### src/rtl/render_pkg.sv
// Shared definitions for the renderer framebuffer writer: region geometry,
// pixel type, writer FSM states and the region address helper.
package render_pkg;

    localparam int START_X_DEF     = 260;
    localparam int START_Y_DEF     = 195;
    localparam int END_X_DEF       = 390;
    localparam int END_Y_DEF       = 295;
    localparam int REGION_W        = END_X_DEF - START_X_DEF;
    localparam int REGION_H        = END_Y_DEF - START_Y_DEF;
    localparam int FB_DEPTH        = REGION_W * REGION_H;
    localparam int PIXEL_WIDTH_DEF = 24;
    localparam int ADDR_WIDTH_DEF  = 14;

    typedef logic [23:0] pixel_t;

    typedef enum logic [0:0] {
        SYNC = 1'b0,
        RUN  = 1'b1
    } fb_wr_state_t;

    // Linear offset of (h, v) inside the region, at full 32-bit width.
    function automatic logic [31:0] region_offset(input logic [10:0] h,
                                                  input logic [9:0]  v,
                                                  input int          sx,
                                                  input int          sy,
                                                  input int          w);
        return (32'(h) - 32'(sx)) + (32'(v) - 32'(sy)) * 32'(w);
    endfunction

endpackage

### src/rtl/render_fb_writer_if.sv
// Pixel stream from the renderer: AXI-stream beat plus its screen coordinates.
interface render_fb_writer_if #(
    parameter int PIXEL_WIDTH = 24
);
    logic [PIXEL_WIDTH-1:0] pixel_axis_tdata;
    logic                   pixel_axis_tvalid;
    logic                   pixel_axis_tready;
    logic [10:0]            hcount_in;
    logic [9:0]             vcount_in;

    modport master (
        output pixel_axis_tdata,
        output pixel_axis_tvalid,
        output hcount_in,
        output vcount_in,
        input  pixel_axis_tready
    );

    modport slave (
        input  pixel_axis_tdata,
        input  pixel_axis_tvalid,
        input  hcount_in,
        input  vcount_in,
        output pixel_axis_tready
    );
endinterface

### src/rtl/render_fb_writer_tracker.sv
// Raster position tracker: holds the next expected in-region coordinate,
// compares the incoming beat against it and flags the last region pixel.
module fb_raster_tracker #(
    parameter int START_X = 260,
    parameter int START_Y = 195,
    parameter int END_X   = 390,
    parameter int END_Y   = 295
) (
    input  logic        clk,
    input  logic        rst_n,
    input  logic [10:0] h_in,
    input  logic [9:0]  v_in,
    input  logic        advance_in,
    input  logic        restart_in,
    output logic        match_out,
    output logic        last_out
);

    logic [10:0] exp_h_q, exp_h_d;
    logic [9:0]  exp_v_q, exp_v_d;
    logic [10:0] base_h;
    logic [9:0]  base_v;

    // Next expected position: a restart steps from the region origin, an advance from the current expectation.
    always_comb begin
        base_h  = restart_in ? 11'(START_X) : exp_h_q;
        base_v  = restart_in ? 10'(START_Y) : exp_v_q;
        exp_h_d = exp_h_q;
        exp_v_d = exp_v_q;
        if (advance_in || restart_in) begin
            if (base_h == 11'(END_X - 1)) begin
                exp_h_d = 11'(START_X);
                exp_v_d = (base_v == 10'(END_Y - 1)) ? 10'(START_Y) : base_v + 10'd1;
            end else begin
                exp_h_d = base_h + 11'd1;
                exp_v_d = base_v;
            end
        end
    end

    // Coordinate compare and last-pixel detection on the incoming beat.
    always_comb begin
        match_out = (h_in == exp_h_q) && (v_in == exp_v_q);
        last_out  = (h_in == 11'(END_X - 1)) && (v_in == 10'(END_Y - 1));
    end

    // Expected-position registers, starting at the region origin.
    always_ff @(posedge clk or negedge rst_n) begin
        if (!rst_n) begin
            exp_h_q <= 11'(START_X);
            exp_v_q <= 10'(START_Y);
        end else begin
            exp_h_q <= exp_h_d;
            exp_v_q <= exp_v_d;
        end
    end

endmodule

### src/rtl/render_fb_writer.sv
// Framebuffer write-port driver: aligns to frame start, checks raster order,
// and registers accepted region pixels onto port A of the framebuffer BRAM.
module render_fb_writer
    import render_pkg::*;
#(
    parameter int START_X     = START_X_DEF,
    parameter int START_Y     = START_Y_DEF,
    parameter int END_X       = END_X_DEF,
    parameter int END_Y       = END_Y_DEF,
    parameter int PIXEL_WIDTH = PIXEL_WIDTH_DEF,
    parameter int ADDR_WIDTH  = ADDR_WIDTH_DEF
) (
    input  logic                   aclk,
    input  logic                   aresetn,
    render_fb_writer_if.slave      pixel_axis,
    input  logic                   stall_in,
    output logic [ADDR_WIDTH-1:0]  wr_addr_out,
    output logic [PIXEL_WIDTH-1:0] wr_data_out,
    output logic                   wr_en_out,
    output logic                   frame_done_out,
    output logic [15:0]            frame_count_out,
    output logic [15:0]            drop_count_out,
    output logic                   order_err_out
);

    fb_wr_state_t           state_q, state_d;
    logic                   alive_q, alive_d;
    logic                   wr_valid_q, wr_valid_d;
    logic [ADDR_WIDTH-1:0]  wr_addr_q, wr_addr_d;
    logic [PIXEL_WIDTH-1:0] wr_data_q, wr_data_d;
    logic                   frame_done_q, frame_done_d;
    logic                   order_err_q, order_err_d;
    logic [15:0]            frame_count_q, frame_count_d;
    logic [15:0]            drop_count_q, drop_count_d;

    logic        tready;
    logic        accept;
    logic        in_region;
    logic        at_start;
    logic        match;
    logic        last;
    logic        do_write;
    logic        advance;
    logic        restart;
    logic        err;
    logic        drop;
    logic [31:0] offset;

    fb_raster_tracker #(
        .START_X (START_X),
        .START_Y (START_Y),
        .END_X   (END_X),
        .END_Y   (END_Y)
    ) u_tracker (
        .clk        (aclk),
        .rst_n      (aresetn),
        .h_in       (pixel_axis.hcount_in),
        .v_in       (pixel_axis.vcount_in),
        .advance_in (advance),
        .restart_in (restart),
        .match_out  (match),
        .last_out   (last)
    );

    // Handshake, region classification and address of the current beat.
    always_comb begin
        tready    = alive_q && (!wr_valid_q || !stall_in);
        accept    = pixel_axis.pixel_axis_tvalid && tready;
        in_region = (pixel_axis.hcount_in >= 11'(START_X)) && (pixel_axis.hcount_in < 11'(END_X)) &&
                    (pixel_axis.vcount_in >= 10'(START_Y)) && (pixel_axis.vcount_in < 10'(END_Y));
        at_start  = (pixel_axis.hcount_in == 11'(START_X)) && (pixel_axis.vcount_in == 10'(START_Y));
        offset    = region_offset(pixel_axis.hcount_in, pixel_axis.vcount_in,
                                  START_X, START_Y, END_X - START_X);
    end

    // Writer FSM: decide per accepted beat whether to write, drop or resync.
    always_comb begin
        state_d  = state_q;
        do_write = 1'b0;
        advance  = 1'b0;
        restart  = 1'b0;
        err      = 1'b0;
        drop     = 1'b0;
        if (accept) begin
            case (state_q)
                SYNC: begin
                    if (at_start) begin
                        do_write = 1'b1;
                        restart  = 1'b1;
                        state_d  = RUN;
                    end
                end
                RUN: begin
                    if (!in_region) begin
                        drop = 1'b1;
                    end else if (match) begin
                        do_write = 1'b1;
                        advance  = 1'b1;
                    end else if (at_start) begin
                        do_write = 1'b1;
                        restart  = 1'b1;
                    end else begin
                        err     = 1'b1;
                        state_d = SYNC;
                    end
                end
                default: state_d = SYNC;
            endcase
        end
    end

    // Output register, status pulses and counters for the next cycle.
    always_comb begin
        alive_d       = 1'b1;
        wr_valid_d    = wr_valid_q && stall_in;
        wr_addr_d     = wr_addr_q;
        wr_data_d     = wr_data_q;
        frame_done_d  = 1'b0;
        order_err_d   = err;
        frame_count_d = frame_count_q;
        drop_count_d  = drop_count_q;
        if (do_write) begin
            wr_valid_d   = 1'b1;
            wr_addr_d    = ADDR_WIDTH'(offset);
            wr_data_d    = pixel_axis.pixel_axis_tdata;
            frame_done_d = last;
            if (last) begin
                frame_count_d = frame_count_q + 16'd1;
            end
        end
        if (drop && (drop_count_q != 16'hFFFF)) begin
            drop_count_d = drop_count_q + 16'd1;
        end
    end

    // State and output registers; reset discards any pending write.
    always_ff @(posedge aclk or negedge aresetn) begin
        if (!aresetn) begin
            state_q       <= SYNC;
            alive_q       <= 1'b0;
            wr_valid_q    <= 1'b0;
            wr_addr_q     <= '0;
            wr_data_q     <= '0;
            frame_done_q  <= 1'b0;
            order_err_q   <= 1'b0;
            frame_count_q <= 16'd0;
            drop_count_q  <= 16'd0;
        end else begin
            state_q       <= state_d;
            alive_q       <= alive_d;
            wr_valid_q    <= wr_valid_d;
            wr_addr_q     <= wr_addr_d;
            wr_data_q     <= wr_data_d;
            frame_done_q  <= frame_done_d;
            order_err_q   <= order_err_d;
            frame_count_q <= frame_count_d;
            drop_count_q  <= drop_count_d;
        end
    end

    assign pixel_axis.pixel_axis_tready = tready;
    assign wr_en_out       = wr_valid_q && !stall_in;
    assign wr_addr_out     = wr_addr_q;
    assign wr_data_out     = wr_data_q;
    assign frame_done_out  = frame_done_q;
    assign order_err_out   = order_err_q;
    assign frame_count_out = frame_count_q;
    assign drop_count_out  = drop_count_q;

endmodule

### src/flat_wrapper.sv
// flat-port wrapper written by rule: the top's interface ports become plain ports
module render_fb_writer_flat import render_pkg::*;
#(
    parameter int START_X     = START_X_DEF,
    parameter int START_Y     = START_Y_DEF,
    parameter int END_X       = END_X_DEF,
    parameter int END_Y       = END_Y_DEF,
    parameter int PIXEL_WIDTH = PIXEL_WIDTH_DEF,
    parameter int ADDR_WIDTH  = ADDR_WIDTH_DEF
)
  (aclk, aresetn, stall_in, wr_addr_out, wr_data_out, wr_en_out, frame_done_out, frame_count_out, drop_count_out, order_err_out, pixel_axis_pixel_axis_tdata, pixel_axis_pixel_axis_tvalid, pixel_axis_hcount_in, pixel_axis_vcount_in, pixel_axis_pixel_axis_tready);
  render_fb_writer_if #(.PIXEL_WIDTH(PIXEL_WIDTH)) pixel_axis_i ();
  input  logic aclk;
  input  logic aresetn;
  input  logic stall_in;
  output logic [ADDR_WIDTH-1:0] wr_addr_out;
  output logic [PIXEL_WIDTH-1:0] wr_data_out;
  output logic wr_en_out;
  output logic frame_done_out;
  output logic [15:0] frame_count_out;
  output logic [15:0] drop_count_out;
  output logic order_err_out;
  input wire logic [$bits(pixel_axis_i.pixel_axis_tdata)-1:0] pixel_axis_pixel_axis_tdata;
  input wire logic [$bits(pixel_axis_i.pixel_axis_tvalid)-1:0] pixel_axis_pixel_axis_tvalid;
  input wire logic [$bits(pixel_axis_i.hcount_in)-1:0] pixel_axis_hcount_in;
  input wire logic [$bits(pixel_axis_i.vcount_in)-1:0] pixel_axis_vcount_in;
  output wire logic [$bits(pixel_axis_i.pixel_axis_tready)-1:0] pixel_axis_pixel_axis_tready;
  assign pixel_axis_i.pixel_axis_tdata = pixel_axis_pixel_axis_tdata;
  assign pixel_axis_i.pixel_axis_tvalid = pixel_axis_pixel_axis_tvalid;
  assign pixel_axis_i.hcount_in = pixel_axis_hcount_in;
  assign pixel_axis_i.vcount_in = pixel_axis_vcount_in;
  assign pixel_axis_pixel_axis_tready = pixel_axis_i.pixel_axis_tready;
  render_fb_writer #(.START_X(START_X), .START_Y(START_Y), .END_X(END_X), .END_Y(END_Y), .PIXEL_WIDTH(PIXEL_WIDTH), .ADDR_WIDTH(ADDR_WIDTH)) u_core (.aclk(aclk), .aresetn(aresetn), .pixel_axis(pixel_axis_i), .stall_in(stall_in), .wr_addr_out(wr_addr_out), .wr_data_out(wr_data_out), .wr_en_out(wr_en_out), .frame_done_out(frame_done_out), .frame_count_out(frame_count_out), .drop_count_out(drop_count_out), .order_err_out(order_err_out));
endmodule
### config.mk
export PLATFORM = sky130hd
export DESIGN_NAME = render_fb_writer_flat
export DESIGN_NICKNAME = d
export VERILOG_FILES = /design/src/rtl/render_pkg.sv /design/src/rtl/render_fb_writer_if.sv /design/src/rtl/render_fb_writer_tracker.sv /design/src/rtl/render_fb_writer.sv /design/src/flat_wrapper.sv
export SDC_FILE = /design/constraint.sdc
export NUM_CORES = 1
export LEC_CHECK = 0
export BUFFER_PORTS_ARGS = -buffer_cell sky130_fd_sc_hd__buf_4
export CORE_MARGIN = 2
export CORE_UTILIZATION = 35
export DETAILED_ROUTE_END_ITERATION = 12
export PLACE_DENSITY = 0.53
export SLEW_MARGIN = 20
export SYNTH_ARGS = -nofsm -noshare
export SYNTH_HDL_FRONTEND = slang
export SYNTH_HIERARCHICAL = 1
export SYNTH_SLANG_ARGS = --single-unit
### constraint.sdc
create_clock -name aclk -period 8.05 [get_ports aclk]
set_input_delay 0 -clock aclk [delete_from_list [all_inputs] [get_ports aclk]]
set_output_delay 0 -clock aclk [all_outputs]
set_load 0.05 [all_outputs]
After elaboration in Yosys (flattened, before gate mapping). Cells that the tools add are included.

Flip-flop bits (word level): 96. Bits of input ports: 49. Output and inout bits: 74. Logic and storage cells: 79.

Add/subtract/negate cells: 7. Multiply operators: 1. $lt $le $gt $ge: 4. Eq/ne operators: 9. Mux-type cells: 30. Bitwise logic cells: 1. Reductions and logical operators: 16.

Operators with widths (count): $eq 11x9->1 const B (3); $add 16x1->16 const B (2); $mul 32x7->13 const B (1); $mux 10 (3); $mux 1 (22); $mux 11 (2); $eq 10x9->1 const B (2); $ne 16x16->1 const B (1); $add 14x14->14 (1); $sub 11x9->12 const B (1); $add 11x1->11 const B (1); $eq 11x11->1 (1); $ge 11x9->1 const B (1); $logic_and 1x1->1 (11); $lt 11x9->1 const B (1); $sub 10x8->11 const B (1); $add 10x1->10 const B (1); $eq 10x10->1 (1); $eq 10x8->1 const B (1); $ge 10x8->1 const B (1); $lt 10x9->1 const B (1); $pmux 1 s2 (3); $logic_not 1->1 (2); $logic_or 1x1->1 (2); other kinds (2) (2).

Longest topological paths before layout. Gate-level depths: netlist of run 1.

Word-level depth: 11. Depth in mapped cells: 18.

By module. The synthesis of run 1 kept the hierarchy.

Modules (own cells, without submodules): render_fb_writer (instances 1, cells an instance 462, area an instance 4277.9 sq um); fb_raster_tracker (instances 1, cells an instance 186, area an instance 1594.0 sq um).

Worst setup path after synthesis of run 1. No wires, ideal clock.

Path kind: input-to-reg. Start point: in pixel_axis_vcount_in[0]. End point: reg u_core.u_tracker.exp_h_q[7]. Setup time: 0.122 ns. Data arrival time: 3.653 ns. Required time: 7.928 ns. Path slack: 4.275 ns. Stages on the path: 17. Buffers on the path: 3. Cell sequence: ha_1 a211o_1 a211o_1 a211oi_2 o211ai_2 or2_2 a21oi_1 clkbuf_1 clkbuf_1 nor2b_1 inv_1 ha_1 nor4bb_1 and3_1 clkbuf_1 o21ai_0 a32o_1.

Word-level cells in the longest chain between the ends: 10. Elaborated cells on any way between the ends: 22.

Ends and longest elaborated chain: start: declaration (RTL line flat_wrapper.sv:26) `input wire logic [$bits(pixel_axis_i.vcount_in)-1:0] pixel_axis_vcount_in;`; branches (longest 5 deep; another with $ge 10x8->1); $pmux 1 s2 (*) (RTL line render_fb_writer.sv:85) `case (state_q)`; $mux 1 (*) (RTL line render_fb_writer.sv:84) `if (accept) begin`; net u_core.restart (RTL line render_fb_writer.sv:44) `logic restart;`; $mux 11 (RTL line render_fb_writer_tracker.sv:26) `base_h = restart_in ? 11'(START_X) : exp_h_q;`; $add 11x1->11 or $eq 11x9->1 (tied branches) (RTL line render_fb_writer_tracker.sv:35, render_fb_writer_tracker.sv:31); $mux 11 (RTL line render_fb_writer_tracker.sv:31) `if (base_h == 11'(END_X - 1)) begin`; end signal: assignment (RTL line render_fb_writer_tracker.sv:50) `exp_h_q <= 11'(START_X);`; end signal: assignment (RTL line render_fb_writer_tracker.sv:53) `exp_h_q <= exp_h_d;`; end: declaration (RTL line render_fb_writer_tracker.sv:19) `logic [10:0] exp_h_q, exp_h_d;`.

Mark *: on every way through the listed nets, which the timed path passes. A chain may end at the register's enable or synchronous reset.

Worst setup path in the final report of run 1.
Start point: reg u_core.u_tracker.exp_v_q[6]. End point: reg u_core.u_tracker.exp_v_q[2].

Word-level cells in the longest chain between the ends: 10. Elaborated cells on any way between the ends: 18.

Ends and longest elaborated chain: start: declaration (RTL line render_fb_writer_tracker.sv:20) `logic [9:0] exp_v_q, exp_v_d;`; start signal: assignment (RTL line render_fb_writer_tracker.sv:51) `exp_v_q <= 10'(START_Y);`; start signal: assignment (RTL line render_fb_writer_tracker.sv:54) `exp_v_q <= exp_v_d;`; $eq 10x10->1 (*) (RTL line render_fb_writer_tracker.sv:43) `match_out = (h_in == exp_h_q) && (v_in == exp_v_q);`; $logic_and 1x1->1 (*) (RTL line render_fb_writer_tracker.sv:43); net u_core.match (RTL line render_fb_writer.sv:40) `logic match;`; $mux 1 (*) (RTL line render_fb_writer.sv:96) `end else if (match) begin`; $mux 1 (*) (RTL line render_fb_writer.sv:94) `if (!in_region) begin`; $pmux 1 s2 (*) (RTL line render_fb_writer.sv:85); $mux 1 (*) (RTL line render_fb_writer.sv:84); net u_core.restart (RTL line render_fb_writer.sv:44); $mux 10 (RTL line render_fb_writer_tracker.sv:27) `base_v = restart_in ? 10'(START_Y) : exp_v_q;`; $add 10x1->10 or $eq 10x9->1 (tied branches) (RTL line render_fb_writer_tracker.sv:33) `exp_v_d = (base_v == 10'(END_Y - 1)) ? 10'(START_Y) : base_v + 10'd1;`; $mux 10 (RTL line render_fb_writer_tracker.sv:33); $mux 10 (RTL line render_fb_writer_tracker.sv:31).

Mark *: on every way through the listed nets, which the timed path passes. The rest lies on a longest branch.

==> out/qor.txt, run 1 <==
Main synth FF type: sky130_fd_sc_hd__dfrtp_1
Top-level port count: 123
Layout net count: 866
Number of antenna violations at the first check in global routing: 0
Number of iterations in the first detailed-routing pass: 5
Port Buffer Count: 122
Post-Synthesis Mean Instance Area: 9.06 um2
Average vias per placed instance: 5.09
Depth of the worst register-to-register path: 14
Final RePlAce weighted congestion: 0.859
R2r setup slk: 3.74 ns
Fraction of layout instances using a drive strength above 1: 20.4%
Count of distinct cell types in the synthesized netlist: 66
First-pass GRT wire length: 26500 um
Number of flops mapped to enable cells by yosys: 0
Number of synthesized register bits: 96
Pwr Total: 1.19 mW
Largest delay share family, worst path: simple AND/OR/NAND/NOR gates
Die area: 17800 um2
Worst setup skew after layout: 0.00903 ns
Slowest cell on the critical path: sky130_fd_sc_hd__nor4bb_1
Share of total power in the clock network: 40.4%
DIE HEIGHT: 134 um
Period utilisation layout: 53.6%
Post-DR wirelength/cell: 15.8 um
Path type of the worst min-delay path: input pin to register
Fillers: 1633
Number of antenna diodes: 0
Setup-violating endpoint count in the final report: 0
Post-CTS Setup Bufs: 0
Starting Density: 35.7%
Horizontal extent of the die: 134 um
Floorplan Core Area: 16500 um2
R2r startpoint: u_core/u_tracker/exp_v_q[6]
Clock latency at the later pin of the worst-skew pair: 0.36 ns
GRT Total Usage: 18.5%
Leak pwr: 3.78 nW
Final Max Slew Viols: 0
Clock transition at the registers of the reported paths: 0.07 ns
Peak VDD IR: 0.119 mV
Critical setup path kind: register to register
Crit path buffers/inverters: 2
Post-detailed-placement half-perimeter wirelength: 11800 um
Start point of the worst min-delay path: pixel_axis_pixel_axis_tvalid
Routed wire length: 16000 um
Status: finished clean
RSZ-0062 raised after global routing: no
Clock tree root buffer cell: sky130_fd_sc_hd__clkbuf_16
Tmin final: 4.31 ns
Setup total negative slack: 0 ns
Antenna Nets Post-Route: 0
Critical-path maximum fanout: 28
Commonest cells after routing, fill and taps aside: 136 x sky130_fd_sc_hd__nand2_1, 127 x sky130_fd_sc_hd__buf_4, 90 x sky130_fd_sc_hd__dfrtp_1, 41 x sky130_fd_sc_hd__xor2_1, 41 x sky130_fd_sc_hd__xnor2_1
Part of the power in registers: 40.5%
Most prevalent standard cell on the critical path: sky130_fd_sc_hd__nor4_1
CP required: 8.31 ns
Arrival @ worst endpoint: 4.57 ns
Most frequent standard cell in the layout excluding fill and tap cells: sky130_fd_sc_hd__nand2_1
Cell types with the largest area share after synthesis: sky130_fd_sc_hd__dfrtp_1 38%, sky130_fd_sc_hd__nand2_1 8.7%, sky130_fd_sc_hd__ha_1 6.2%
Share of flip-flops with an asynchronous set or reset after synthesis: 100%
Number of nets produced by synthesis: 728
Vias in the first global route: 5051
Cells along the critical path: xor2_1, nor4_1, nand4_1, nor4_1, or2_2, a21oi_1, buf_4, nand2b_1, inv_1, ha_1, nor4bb_1, nand3_1, or3_1, o32ai_1
Portion of the post-synthesis area used by sequential elements: 41.0%
Total number of yosys warnings: 6
Sink count of the clock tree: 96
H-tree depth: 3
Buffer levels on the longest clock path: 2
Critical register-to-register path endpoint: u_core/u_tracker/exp_v_q[2]
Iteration-0 DRC Markers: 246
Internal cell power: 0.874 mW
Endpoint of the worst hold path: u_core/state_q
Biggest area consumer among synthesized cells: sky130_fd_sc_hd__dfrtp_1
Slew @ Worst Pin: 0.991 ns
Number of max-cap violations: 0
Max Freq: 232 MHz
Post-Syn Area: 5870 um2
Area Overhead vs Synth: 29.1%
Number of placement rows: 47
Power density over cell area: 157 nW/um2
DRC viols: 0
Overflow left after global routing: 0
Pin count of the biggest net entering global routing: 57
Final hold violation count: 0
Hold Crit Depth: 4
Number of instances in the synthesized netlist: 648
CTS tree: yes
Max stage delay on crit path: 0.62 ns
Sw power: 0.317 mW
Startpoint types: register
CP endpoint kind: register
Cts bufs inserted: 9
Tightest slew margin relative to the limit: 33.9%
Switching part of the total: 26.6%
Portion of synthesized cell area occupied by the leading cell type: 38.4%
Detailed-route via count: 5147
Proportion of power drawn by combinational gates: 19.1%
metrics by stage:
| step | setup slack (ns) | util, % | hold slack, ns | area (um2) | cells |
|---|---|---|---|---|---|
| 6_report | 3.74 | 46.0 | 0.0271 | 7580 | 1011 |
| 5_1_grt | 3.43 | 46.0 | 0.0297 | 7580 | 1011 |
| 4_1_cts | 3.74 | 46.0 | 0.0186 | 7580 | 1011 |
| 3_5_place_dp | 3.70 | 42.4 | 0.0295 | 6980 | 968 |
| 3_3_place_gp | 3.85 | 42.4 | 0.0246 | 6980 | 968 |
| 2_1_floorplan | 4.28 | - | -0.296 | 5870 | 648 |
Yosys cell counts, drive strengths merged, types with 13 or more instances:
| cell | number |
|---|---|
| nand2 | 136 |
| xor2 | 41 |
| nor4 | 13 |
| a21oi | 19 |
| xnor2 | 41 |
| dfrtp | 90 |
| inv | 25 |
| o21ai | 26 |
| nand3 | 23 |
| clkbuf | 22 |
| nor3 | 14 |
| nand4 | 14 |
| ha | 29 |
| nor2 | 24 |
state kept, by name, summed over array words and instances, names as in the netlist:
| signal | cells |
|---|---|
| u_core/alive_q | 1 |
| u_core/drop_count_out | 16 |
| u_core/frame_count_out | 16 |
| u_core/frame_done_out | 1 |
| u_core/order_err_out | 1 |
| u_core/state_q | 1 |
| u_core/u_tracker/exp_h_q | 11 |
| u_core/u_tracker/exp_v_q | 10 |
| u_core/wr_addr_out | 14 |
| u_core/wr_data_out | 24 |
| u_core/wr_valid_q | 1 |
how the worst max path moves through the flow:
stage                                     start                           to  slack (ns)  cells after the start
floorplan               pixel_axis_vcount_in[0]  u_core/u_tracker/exp_h_q[7]        4.28                     17
global placement        pixel_axis_vcount_in[0]  u_core/u_tracker/exp_v_q[2]        3.85                     16
detailed placement      pixel_axis_vcount_in[0]  u_core/u_tracker/exp_v_q[2]        3.70                     16
CTS                 u_core/u_tracker/exp_v_q[6]  u_core/u_tracker/exp_v_q[2]        3.74                     14
global route        u_core/u_tracker/exp_v_q[6]  u_core/u_tracker/exp_v_q[2]        3.43                     14
finish              u_core/u_tracker/exp_v_q[6]  u_core/u_tracker/exp_v_q[2]        3.74                     14
power groups by stage:
| stage | sequential (mW) | clock (mW) | combinational [mW] |
|---|---|---|---|
| 2_1_floorplan | 0.492 | 0 | 0.148 |
| 6_report | 0.483 | 0.481 | 0.228 |
| 4_1_cts | 0.482 | 0.495 | 0.230 |
| 5_1_grt | 0.482 | 0.514 | 0.258 |
| 3_3_place_gp | 0.492 | 0 | 0.216 |
| 3_5_place_dp | 0.492 | 0 | 0.218 |
worst register-to-register path: cells and delay by family (launching register included):
| kind | cells | cell delay [ns] |
|---|---|---|
| and+or+nand+nor | 8 | 2.90 |
| adders and majority gates | 1 | 0.13 |
| DFF | 1 | 0.61 |
| xor gates and xnor gates | 1 | 0.09 |
| buffers and inverters | 2 | 0.33 |
| AOI/OAI and AO/OA | 2 | 0.17 |
per-layer routing:
| metal | vias to the layer above | track usage (%) | routed length (um) |
|---|---|---|---|
| li1 | 2526 | - | - |
| met1 | 2461 | 24.1 | 7110 |
| met2 | 138 | 31.3 | 7850 |
| met3 | 22 | 3.54 | 752 |
| met4 | 0 | 5.79 | 307 |
| met5 | - | 0 | 0 |
final cells by class:
class | instances | area [um2] | share of cell area, %
inverter | 26 | 97.6 | 1.29
clock inverter | 6 | 90.1 | 1.19
timing repair buffer | 154 | 1220 | 16.1
multi-input combinational | 499 | 3240 | 42.8
clock buffer | 10 | 239 | 3.15
tap | 220 | 275 | 3.63
sequential | 96 | 2410 | 31.8
what timing repair did:
action,4_1_cts,5_1_grt
endpoints found under the hold margin,69,0
gates resized for setup,0,0
hold buffers,27,0
kinds of logic (layout without fill, tap and decap cells):
group | after synthesis | in the layout | synth area share (%)
adder cells (fa/ha/maj) | 31 | 31 | 6.86
XOR/XNOR | 83 | 83 | 12.6
buffers and inverters | 53 | 196 | 3.73
flip-flops | 96 | 96 | 41.0
other | 1 | 1 | 0.0639
multiplexers | 8 | 8 | 1.41
AND/OR/NAND/NOR | 283 | 283 | 23.4
AO/OA/AOI/OAI | 93 | 93 | 10.9
(Power assumes the default switching activity.)
==> inputs of run 2 (changes only) <==
==> constraint.sdc (replaced) <==
create_clock -name aclk -period 4.4 [get_ports aclk]
set_input_delay 0 -clock aclk [delete_from_list [all_inputs] [get_ports aclk]]
set_output_delay 0 -clock aclk [all_outputs]
set_load 0.05 [all_outputs]
==> out/qor.txt, run 2 (same netlist as run 1, synthesis figures left out) <==
Setup total negative slack: 0 ns
Critical-path maximum fanout: 8
Tightest slew margin relative to the limit: 33.5%
Layout net count: 870
Power density over cell area: 281 nW/um2
Vias in the first global route: 4913
Horizontal extent of the die: 134 um
Setup-violating endpoint count in the final report: 0
Die area: 17800 um2
Post-CTS Setup Bufs: 0
H-tree depth: 3
Max Freq: 278 MHz
Post-detailed-placement half-perimeter wirelength: 12000 um
Worst path setup slack after routing: 0.802 ns
Final Max Slew Viols: 0
Post-DR wirelength/cell: 15.7 um
Peak VDD IR: 0.177 mV
Average vias per placed instance: 5.03
Slowest cell on the critical path: sky130_fd_sc_hd__dfstp_2
Routed wire length: 16000 um
GRT Total Usage: 18.1%
Total of cells resized after clock tree synthesis: 0
Worst setup skew after layout: 0.0113 ns
Sink count of the clock tree: 96
Slew @ Worst Pin: 0.998 ns
Most frequent standard cell in the layout excluding fill and tap cells: sky130_fd_sc_hd__nand2_1
Area taken by flip-flops and latches: 2410 um2
Overflow left after global routing: 0
Number of iterations in the first detailed-routing pass: 5
Critical setup path kind: register to register
Iteration-0 DRC Markers: 304
Period utilisation layout: 81.8%
RSZ-0062 raised after global routing: no
Buffer levels on the longest clock path: 2
First-pass GRT wire length: 26000 um
Area Overhead vs Synth: 29.4%
Detailed-route via count: 5110
Max stage delay on crit path: 0.62 ns
Clock transition at the registers of the reported paths: 0.07 ns
Number of antenna violations at the first check in global routing: 0
Post-Place Worst Slack: 0.631 ns
Pin count of the biggest net entering global routing: 57
CTS tree: yes
Number of placement rows: 47
Number of max-cap violations: 0
Top-level port count: 123
Cells along the critical path: xor2_1, nor4_1, nand4_1, nor4_1, or2_2, a21oi_1, nand2b_1, inv_1, ha_1, nor4bb_1, buf_4, and3_1, o21ai_0, a32o_1
Area used by multi-input combinational logic: 3240 um2
Most prevalent standard cell on the critical path: sky130_fd_sc_hd__nor4_1
Final hold violation count: 0
DRC viols: 0
Number of antenna diodes: 0
Commonest cells after routing, fill and taps aside: 136 x sky130_fd_sc_hd__nand2_1, 131 x sky130_fd_sc_hd__buf_4, 90 x sky130_fd_sc_hd__dfrtp_1, 41 x sky130_fd_sc_hd__xor2_1, 41 x sky130_fd_sc_hd__xnor2_1
Port Buffer Count: 122
Fillers: 1626
Antenna Nets Post-Route: 0
Clock latency at the later pin of the worst-skew pair: 0.35 ns
Floorplan Core Area: 16500 um2
Cts bufs inserted: 9
DIE HEIGHT: 134 um
Tmin final: 3.60 ns
Path type of the worst min-delay path: input pin to register
Clock tree root buffer cell: sky130_fd_sc_hd__clkbuf_16
Fraction of layout instances using a drive strength above 1: 20.8%
Number of flip-flops in the largest register: 24
Leak pwr: 3.78 nW
Starting Density: 35.7%
Arrival @ worst endpoint: 3.84 ns
CP endpoint kind: register
CP required: 4.64 ns
Startpoint types: register
Final RePlAce weighted congestion: 0.900
Status: finished clean
## run 2: through the flow
| step | util (%) | hold WS (ns) | std cells | power (mW) | cell area, um2 |
|---|---|---|---|---|---|
| 2_1_floorplan | - | -0.296 | 648 | 1.17 | 5870 |
| 3_3_place_gp | 42.6 | 0.0349 | 972 | 1.29 | 7010 |
| 3_5_place_dp | 42.6 | 0.0413 | 972 | 1.30 | 7010 |
| 4_1_cts | 46.2 | 0.00162 | 1015 | 2.18 | 7600 |
| 5_1_grt | 46.2 | 0.0275 | 1015 | 2.25 | 7600 |
| 6_report | 46.2 | 0.0179 | 1015 | 2.14 | 7600 |
## run 2: what timing repair did
action,4_1_cts,5_1_grt
hold endpoints to repair,70,0
setup endpoints to repair,0,0
hold buffers,27,0
## run 2: worst paths after layout
check,start,end,slack [ns],depth (start not counted)
min reg2reg,u_core/wr_data_out[5],u_core/wr_data_out[5],0.48,2
max,u_core/u_tracker/exp_v_q[6],u_core/u_tracker/exp_h_q[7],0.80,14
min,pixel_axis_pixel_axis_tvalid,u_core/state_q,0.02,4
max in group asynchronous,aresetn,u_core/wr_addr_out[7],3.10,3
min in group asynchronous,aresetn,u_core/wr_addr_out[13],0.19,2
max reg2reg,u_core/u_tracker/exp_v_q[6],u_core/u_tracker/exp_h_q[7],0.80,14
## run 2: area by class of cell
type	instances	share of cell area [%]
Clock inverter	7	1.23
Multi-Input combinational cell	499	42.7
Clock buffer	9	2.96
Sequential cell	96	31.7
Inverter	26	1.28
Tap cell	220	3.62
Timing Repair Buffer	158	16.5
## run 2: routing by layer
layer | part of all wire [%] | vias to the layer above | routed length [um] | global-route usage [%]
li1 | - | 2532 | - | -
met1 | 45 | 2435 | 7250 | 23.7
met2 | 49 | 127 | 7780 | 30.9
met3 | 4.8 | 16 | 761 | 3.69
met4 | 1.1 | 0 | 175 | 4.20
met5 | 0 | - | 0 | 0
## run 2: worst max-delay path, delay by kind of cell, from the launching register on
kind                     cells  cell delay [ns]
AND/OR/NAND/NOR              7             1.80
XOR/XNOR                     1             0.09
adder cells (fa/ha/maj)      1             0.14
AO/OA/AOI/OAI                3             0.57
buffers and inverters        2             0.29
flip-flops                   1             0.62
## run 2: where the power goes
group | total (mW) | internal (mW) | switching [mW]
Combinational | 0.415 | 0.199 | 0.217
Sequential | 0.883 | 0.883 | 0.000256
Clock | 0.841 | 0.498 | 0.343
Total | 2.14 | 1.58 | 0.560
